### src/rtl/fetch_pkg.sv
// Shared types and constants for the instruction-fetch stage.
package fetch_pkg;

  typedef enum logic [1:0] {
    ST_IDLE   = 2'b00,
    ST_FETCH  = 2'b01,
    ST_VALID  = 2'b10,
    ST_HALTED = 2'b11
  } fetch_state_e;

  localparam logic [3:0]  OP_HLT           = 4'b1111;
  localparam logic [15:0] RESET_PC_DEFAULT = 16'h0000;
  localparam logic [15:0] CNT_MAX          = 16'hFFFF;

  // True when the instruction word carries the HLT opcode.
  function automatic logic is_hlt(input logic [15:0] instr);
    return (instr[15:12] == OP_HLT);
  endfunction

endpackage

### src/rtl/fetch_perf_cnt.sv
// Saturating performance counters for the fetch stage: accepted instructions
// and memory wait cycles.
module fetch_perf_cnt
  import fetch_pkg::*;
(
  input  logic        clk,
  input  logic        rst_n,
  input  logic        accept_i,
  input  logic        wait_i,
  output logic [15:0] fetch_count,
  output logic [15:0] wait_count
);

  logic [15:0] fetch_cnt_q, fetch_cnt_d;
  logic [15:0] wait_cnt_q,  wait_cnt_d;

  // Next-count computation; both counters stick at all-ones.
  always_comb begin
    fetch_cnt_d = fetch_cnt_q;
    wait_cnt_d  = wait_cnt_q;
    if (accept_i && (fetch_cnt_q != CNT_MAX)) fetch_cnt_d = fetch_cnt_q + 16'd1;
    if (wait_i   && (wait_cnt_q  != CNT_MAX)) wait_cnt_d  = wait_cnt_q  + 16'd1;
  end

  // Counter registers.
  always_ff @(posedge clk or negedge rst_n) begin
    if (!rst_n) begin
      fetch_cnt_q <= '0;
      wait_cnt_q  <= '0;
    end else begin
      fetch_cnt_q <= fetch_cnt_d;
      wait_cnt_q  <= wait_cnt_d;
    end
  end

  assign fetch_count = fetch_cnt_q;
  assign wait_count  = wait_cnt_q;

endmodule

### src/rtl/fetch_unit.sv
// Instruction-fetch stage: PC register, instruction-memory handshake and the
// IF/ID holding register. One instruction in flight, no prediction; a fetched
// HLT freezes the stage until reset.
// Optional feature macro: FETCH_PERF_CNT_EN adds fetch_count/wait_count.
module fetch_unit
  import fetch_pkg::*;
#(
  parameter logic [15:0] RESET_PC = RESET_PC_DEFAULT
) (
  input  logic        clk,
  input  logic        rst_n,
  output logic        imem_req,
  output logic [15:0] imem_addr,
  input  logic        imem_rdy,
  input  logic [15:0] imem_data,
  output logic        if_valid,
  output logic [15:0] if_instr,
  output logic [15:0] if_pc,
  input  logic [15:0] pc_next,
  input  logic        id_stall,
  output logic        halted
`ifdef FETCH_PERF_CNT_EN
  ,
  output logic [15:0] fetch_count,
  output logic [15:0] wait_count
`endif
);

  localparam logic [15:0] PC_ALIGN_MASK = 16'hFFFE;

  fetch_state_e state_q, state_d;
  logic [15:0]  pc_q, pc_d;
  logic [15:0]  if_instr_q, if_instr_d;
  logic [15:0]  if_pc_q, if_pc_d;
  logic         if_valid_q, if_valid_d;
  logic         accept;

  assign accept = (state_q == ST_VALID) && !id_stall;

  // Next-state and datapath update; everything holds by default.
  always_comb begin
    state_d    = state_q;
    pc_d       = pc_q;
    if_instr_d = if_instr_q;
    if_pc_d    = if_pc_q;
    if_valid_d = if_valid_q;
    unique case (state_q)
      ST_IDLE: state_d = ST_FETCH;
      ST_FETCH: begin
        if (imem_rdy) begin
          if_instr_d = imem_data;
          if_pc_d    = pc_q;
          if_valid_d = 1'b1;
          state_d    = ST_VALID;
        end
      end
      ST_VALID: begin
        if (accept) begin
          if_valid_d = 1'b0;
          if (is_hlt(if_instr_q)) begin
            state_d = ST_HALTED;
          end else begin
            pc_d    = pc_next & PC_ALIGN_MASK;
            state_d = ST_FETCH;
          end
        end
      end
      ST_HALTED: state_d = ST_HALTED;
      default:   state_d = ST_IDLE;
    endcase
  end

  // State and datapath registers.
  always_ff @(posedge clk or negedge rst_n) begin
    if (!rst_n) begin
      state_q    <= ST_IDLE;
      pc_q       <= RESET_PC & PC_ALIGN_MASK;
      if_instr_q <= '0;
      if_pc_q    <= '0;
      if_valid_q <= 1'b0;
    end else begin
      state_q    <= state_d;
      pc_q       <= pc_d;
      if_instr_q <= if_instr_d;
      if_pc_q    <= if_pc_d;
      if_valid_q <= if_valid_d;
    end
  end

  assign imem_req  = (state_q == ST_FETCH);
  assign halted    = (state_q == ST_HALTED);
  assign imem_addr = pc_q;
  assign if_instr  = if_instr_q;
  assign if_pc     = if_pc_q;
  assign if_valid  = if_valid_q;

`ifdef FETCH_PERF_CNT_EN
  logic fetch_wait;
  assign fetch_wait = (state_q == ST_FETCH) && !imem_rdy;

  fetch_perf_cnt u_perf_cnt (
    .clk         (clk),
    .rst_n       (rst_n),
    .accept_i    (accept),
    .wait_i      (fetch_wait),
    .fetch_count (fetch_count),
    .wait_count  (wait_count)
  );
`endif

endmodule
### config.mk
export PLATFORM = sky130hd
export DESIGN_NAME = fetch_unit
export DESIGN_NICKNAME = d
export VERILOG_FILES = /design/src/rtl/fetch_pkg.sv /design/src/rtl/fetch_perf_cnt.sv /design/src/rtl/fetch_unit.sv
export SDC_FILE = /design/constraint.sdc
export NUM_CORES = 1
export LEC_CHECK = 0
export CAP_MARGIN = 10
export CORE_UTILIZATION = 37
export CTS_CLUSTER_DIAMETER = 120
export CTS_CLUSTER_SIZE = 30
export DETAILED_ROUTE_END_ITERATION = 16
export GPL_TIMING_DRIVEN = 0
export PLACE_DENSITY = 0.72
export SLEW_MARGIN = 25
export SYNTH_ARGS = -nofsm -noshare
export SYNTH_HDL_FRONTEND = slang
export SYNTH_SLANG_ARGS = --single-unit
### constraint.sdc
create_clock -name clk -period 1.6 [get_ports clk]
set_clock_uncertainty 0.2 [all_clocks]
set_input_delay 0.24 -clock clk [delete_from_list [all_inputs] [get_ports clk]]
set_output_delay 0.24 -clock clk [all_outputs]
set_load 0.1 [all_outputs]
==> results of run 1 <==
[cell usage in the layout (no fill, tap or decap), drive strengths merged]
cell type | netlist | final
a21oi | 2 | 2
and2 | 1 | 1
buf | 6 | 48
clkbuf | 0 | 20
clkdlybuf4s50 | 0 | 33
conb | 1 | 2
dfrtp | 49 | 49
dlygate4sd3 | 0 | 1
inv | 1 | 1
mux2 | 46 | 46
nand2 | 2 | 2
nand2b | 1 | 1
nand3b | 1 | 1
nand4 | 1 | 1
nor2 | 1 | 1
nor2b | 1 | 1
o21a | 1 | 1
o21ai | 1 | 1
[kinds of logic (layout without fill, tap and decap cells)]
group,Yosys count,after routing
buffers and inverters,7,103
AND/OR/NAND/NOR,8,8
other,1,2
AO/OA/AOI/OAI,4,4
flip-flops,49,49
multiplexers,46,46
[registers in the layout, indices dropped and copies added, names as in the netlist]
| name | cells |
|---|---|
| state_q | 2 |
| if_instr | 16 |
| if_pc | 15 |
| if_valid | 1 |
| imem_addr | 15 |
[final timing paths]
path	slack [ns]	start	depth (start not counted)	endpoint
min in group clk	0.30	if_instr[0]	1	if_instr[0]
max in group asynchronous	0.40	rst_n	4	if_instr[15]
min	0.20	rst_n	2	if_instr[12]
min reg2reg	0.30	if_instr[0]	1	if_instr[0]
max	0.01	if_instr[12]	4	imem_addr[13]
max reg2reg	0.01	if_instr[12]	4	imem_addr[13]
[cell type report]
type                       instances  area (µm²)
buffer                             6        63.8
fill                             410        2010
tap                               67        83.8
timing repair buffer              88         721
multi-input combinational         60         679
inverter                           1        3.75
sequential                        49        1240
clock buffer                       8        80.1
[metal layers]
metal,wire [µm],up-vias,part of all wire (%)
met2,2240,56,52
met1,1680,652,39
met4,51,0,1.2
met3,367,4,8.4
li1,-,586,-
met5,0,-,0
[worst max-delay path: cells and delay by family (launching register included)]
| kind | cells | cell delay (ns) |
|---|---|---|
| buffers and inverters | 1 | 0.17 |
| DFF | 1 | 0.48 |
| muxes | 1 | 0.30 |
| and+or+nand+nor | 2 | 0.33 |
[per-stage QoR]
step / TNS [ns] / util (%) / hold slack (ns) / setup slack, ns / cells
floorplan: -9.36 / - / -0.256 / -0.276 / 116
global placement: -77.34 / 59.5 / 0.286 / -1.45 / 266
detailed placement: -20.67 / 60.5 / -0.0215 / -0.586 / 268
CTS: 0 / 58.0 / 0.192 / 0.00249 / 279
global route: -0.276 / 58.9 / 0.221 / -0.0265 / 279
finish: 0 / 58.9 / 0.202 / 0.0118 / 279
[what timing repair did]
item                                   in CTS  in global routing
pin swaps                                   2                  0
setup endpoints to repair                  59                 28
hold buffers                                1                  0
setup buffers                               2                  0
resized for setup                         250                 15
endpoints found under the hold margin      31                  0
==> results_dict.tcl, run 1 <==
set metrics [dict create \
    coreArea_um2 4880 \
    dr.first_iter.drc_count 37 \
    grt_start_max_net_pins 20 \
    path_class "flip-flop to flip-flop" \
    global_route.usage.met1_pct 17.1 \
    route.antenna.remaining_nets 0 \
    grt_use_met2_pct 30.3 \
    path_cells "nand4_1 > nand3b_4 > buf_8 > mux2_4" \
    detailed_place.area_um2 2950 \
    die_area_um2 5530 \
    final-max-slew-violation-count 0 \
    cpPeakStageDelay_ns 0.48 \
    drt-wirelength-per-cell_um 15.6 \
    final_period_minus_worst_setup_slack_ns 1.59 \
    grt_util_met3_pct 6.23 \
    max_cap_viol_count 0 \
    synth_top_area_cell "sky130_fd_sc_hd__dfrtp_1" \
    crit_arrival_ns 1.57 \
    cts_inserted_buffers 5 \
    synth_area_leaders "sky130_fd_sc_hd__dfrtp_1 63%, sky130_fd_sc_hd__mux2_2 20%, sky130_fd_sc_hd__mux2_4 8.5%, sky130_fd_sc_hd__buf_6 2.3%, sky130_fd_sc_hd__nand3b_4 1.0%" \
    layout-drive-gt1-share_pct 55.7 \
    dr.pass1.iters 4 \
    synth_top_area_share_pct 63.3 \
    io_buffer_count 83 \
    ys_seq_elements 49 \
    most_frequent_cells_after_synthesis "49 x sky130_fd_sc_hd__dfrtp_1, 35 x sky130_fd_sc_hd__mux2_2, 11 x sky130_fd_sc_hd__mux2_4" \
    clock_root_buffer "sky130_fd_sc_hd__clkbuf_8" \
    synthesis.area_um2 1940 \
    number_of_synthesized_flops_with_an_enable_pin 0 \
    synth_top_family_by_area "multiplexers" \
    final_hold_vios 0 \
    worst-path-max-fanout 10 \
    setup_viol_count_final 0 \
    placement_rows 25 \
    insertedDiodeCount 0 \
    ys.warnings.count 0 \
    drt_drc_violations_left 0 \
    synthToLayoutAreaGrowth_pct 48.3 \
    antenna_found_initial 0 \
    synth.distinct_cells 18 \
    cell_type_of_the_slowest_stage_on_the_worst_timing_path "sky130_fd_sc_hd__dfrtp_4" \
    post_synth_xor_area_fraction_pct 0 \
    drt-vias-per-instance 4.65 \
    vias 1298 \
    dpl.hpwl_um 3320 \
    arithmetic_cell_share_of_the_synthesized_area_counting_full_adders_half_adders_and_majority_gates_pct 0 \
    share_of_cell_area_taken_by_muxes_after_synthesis_pct 28.9 \
    fp.dieH_um 74.4 \
    htree_num_levels 2 \
    hold_class "primary input to asynchronous set/reset pin" \
    setup.worst_path.end_class "flip-flop" \
    synth_instances 115 \
    clock_tree_from_tritoncts "done" \
    period_share_pct 99.3 \
    worst_setup_path_start_kind "flip-flop" \
    grt_pass1_wl_um 6600 \
    ctsLongestPathBuffers 2 \
    synth_top_flop_cell "sky130_fd_sc_hd__dfrtp_1" \
    globalplace.congestion 0.682 \
    grt_setup_unrepaired "true" \
    grt.total_usage_pct 16.5 \
    required_ns 1.58 \
    postLayoutCellArea_um2 2870 \
    synth_area_per_cell_um2 16.8 \
    initial_core_util_pct 39.7 \
    postSynth.asyncResetShare_pct 100 \
    synth_sequential_area_ratio_pct 63.3 \
    die_width_um 74.4 \
    finish.net_count 247 \
    wl_um 4350 \
    clk_pin_slew_ns 0.08 \
    yosys.cell_count.top_type "sky130_fd_sc_hd__dfrtp_1" \
    first_global_vias 1398 \
    run_status "completed" \
    global_route.overflow_total 0 \
    clkLatencyLatePin_ns 0.29 \
    synth_compound_area_share_pct 1.16 \
    globalRoute.busiestLayer "met2" \
    maxClockFrequency_ghz 0.630 \
    yosys.area_share.simple_pct 3.17 \
    clock-sinks 49 \
    ios 87 \
]
Power of run 1 is left out: the tool's default activity adds up to more than one toggle a clock period on the data nets, which glitch-free logic cannot reach.
==> run 2: changes to the inputs <==
HOLD_SLACK_MARGIN = 0.12   (was unset)
==> results of run 2 <==
Same layout as run 1: the final DEF is identical, and so are final timing and power.
Power of run 2 is left out for the same reason.
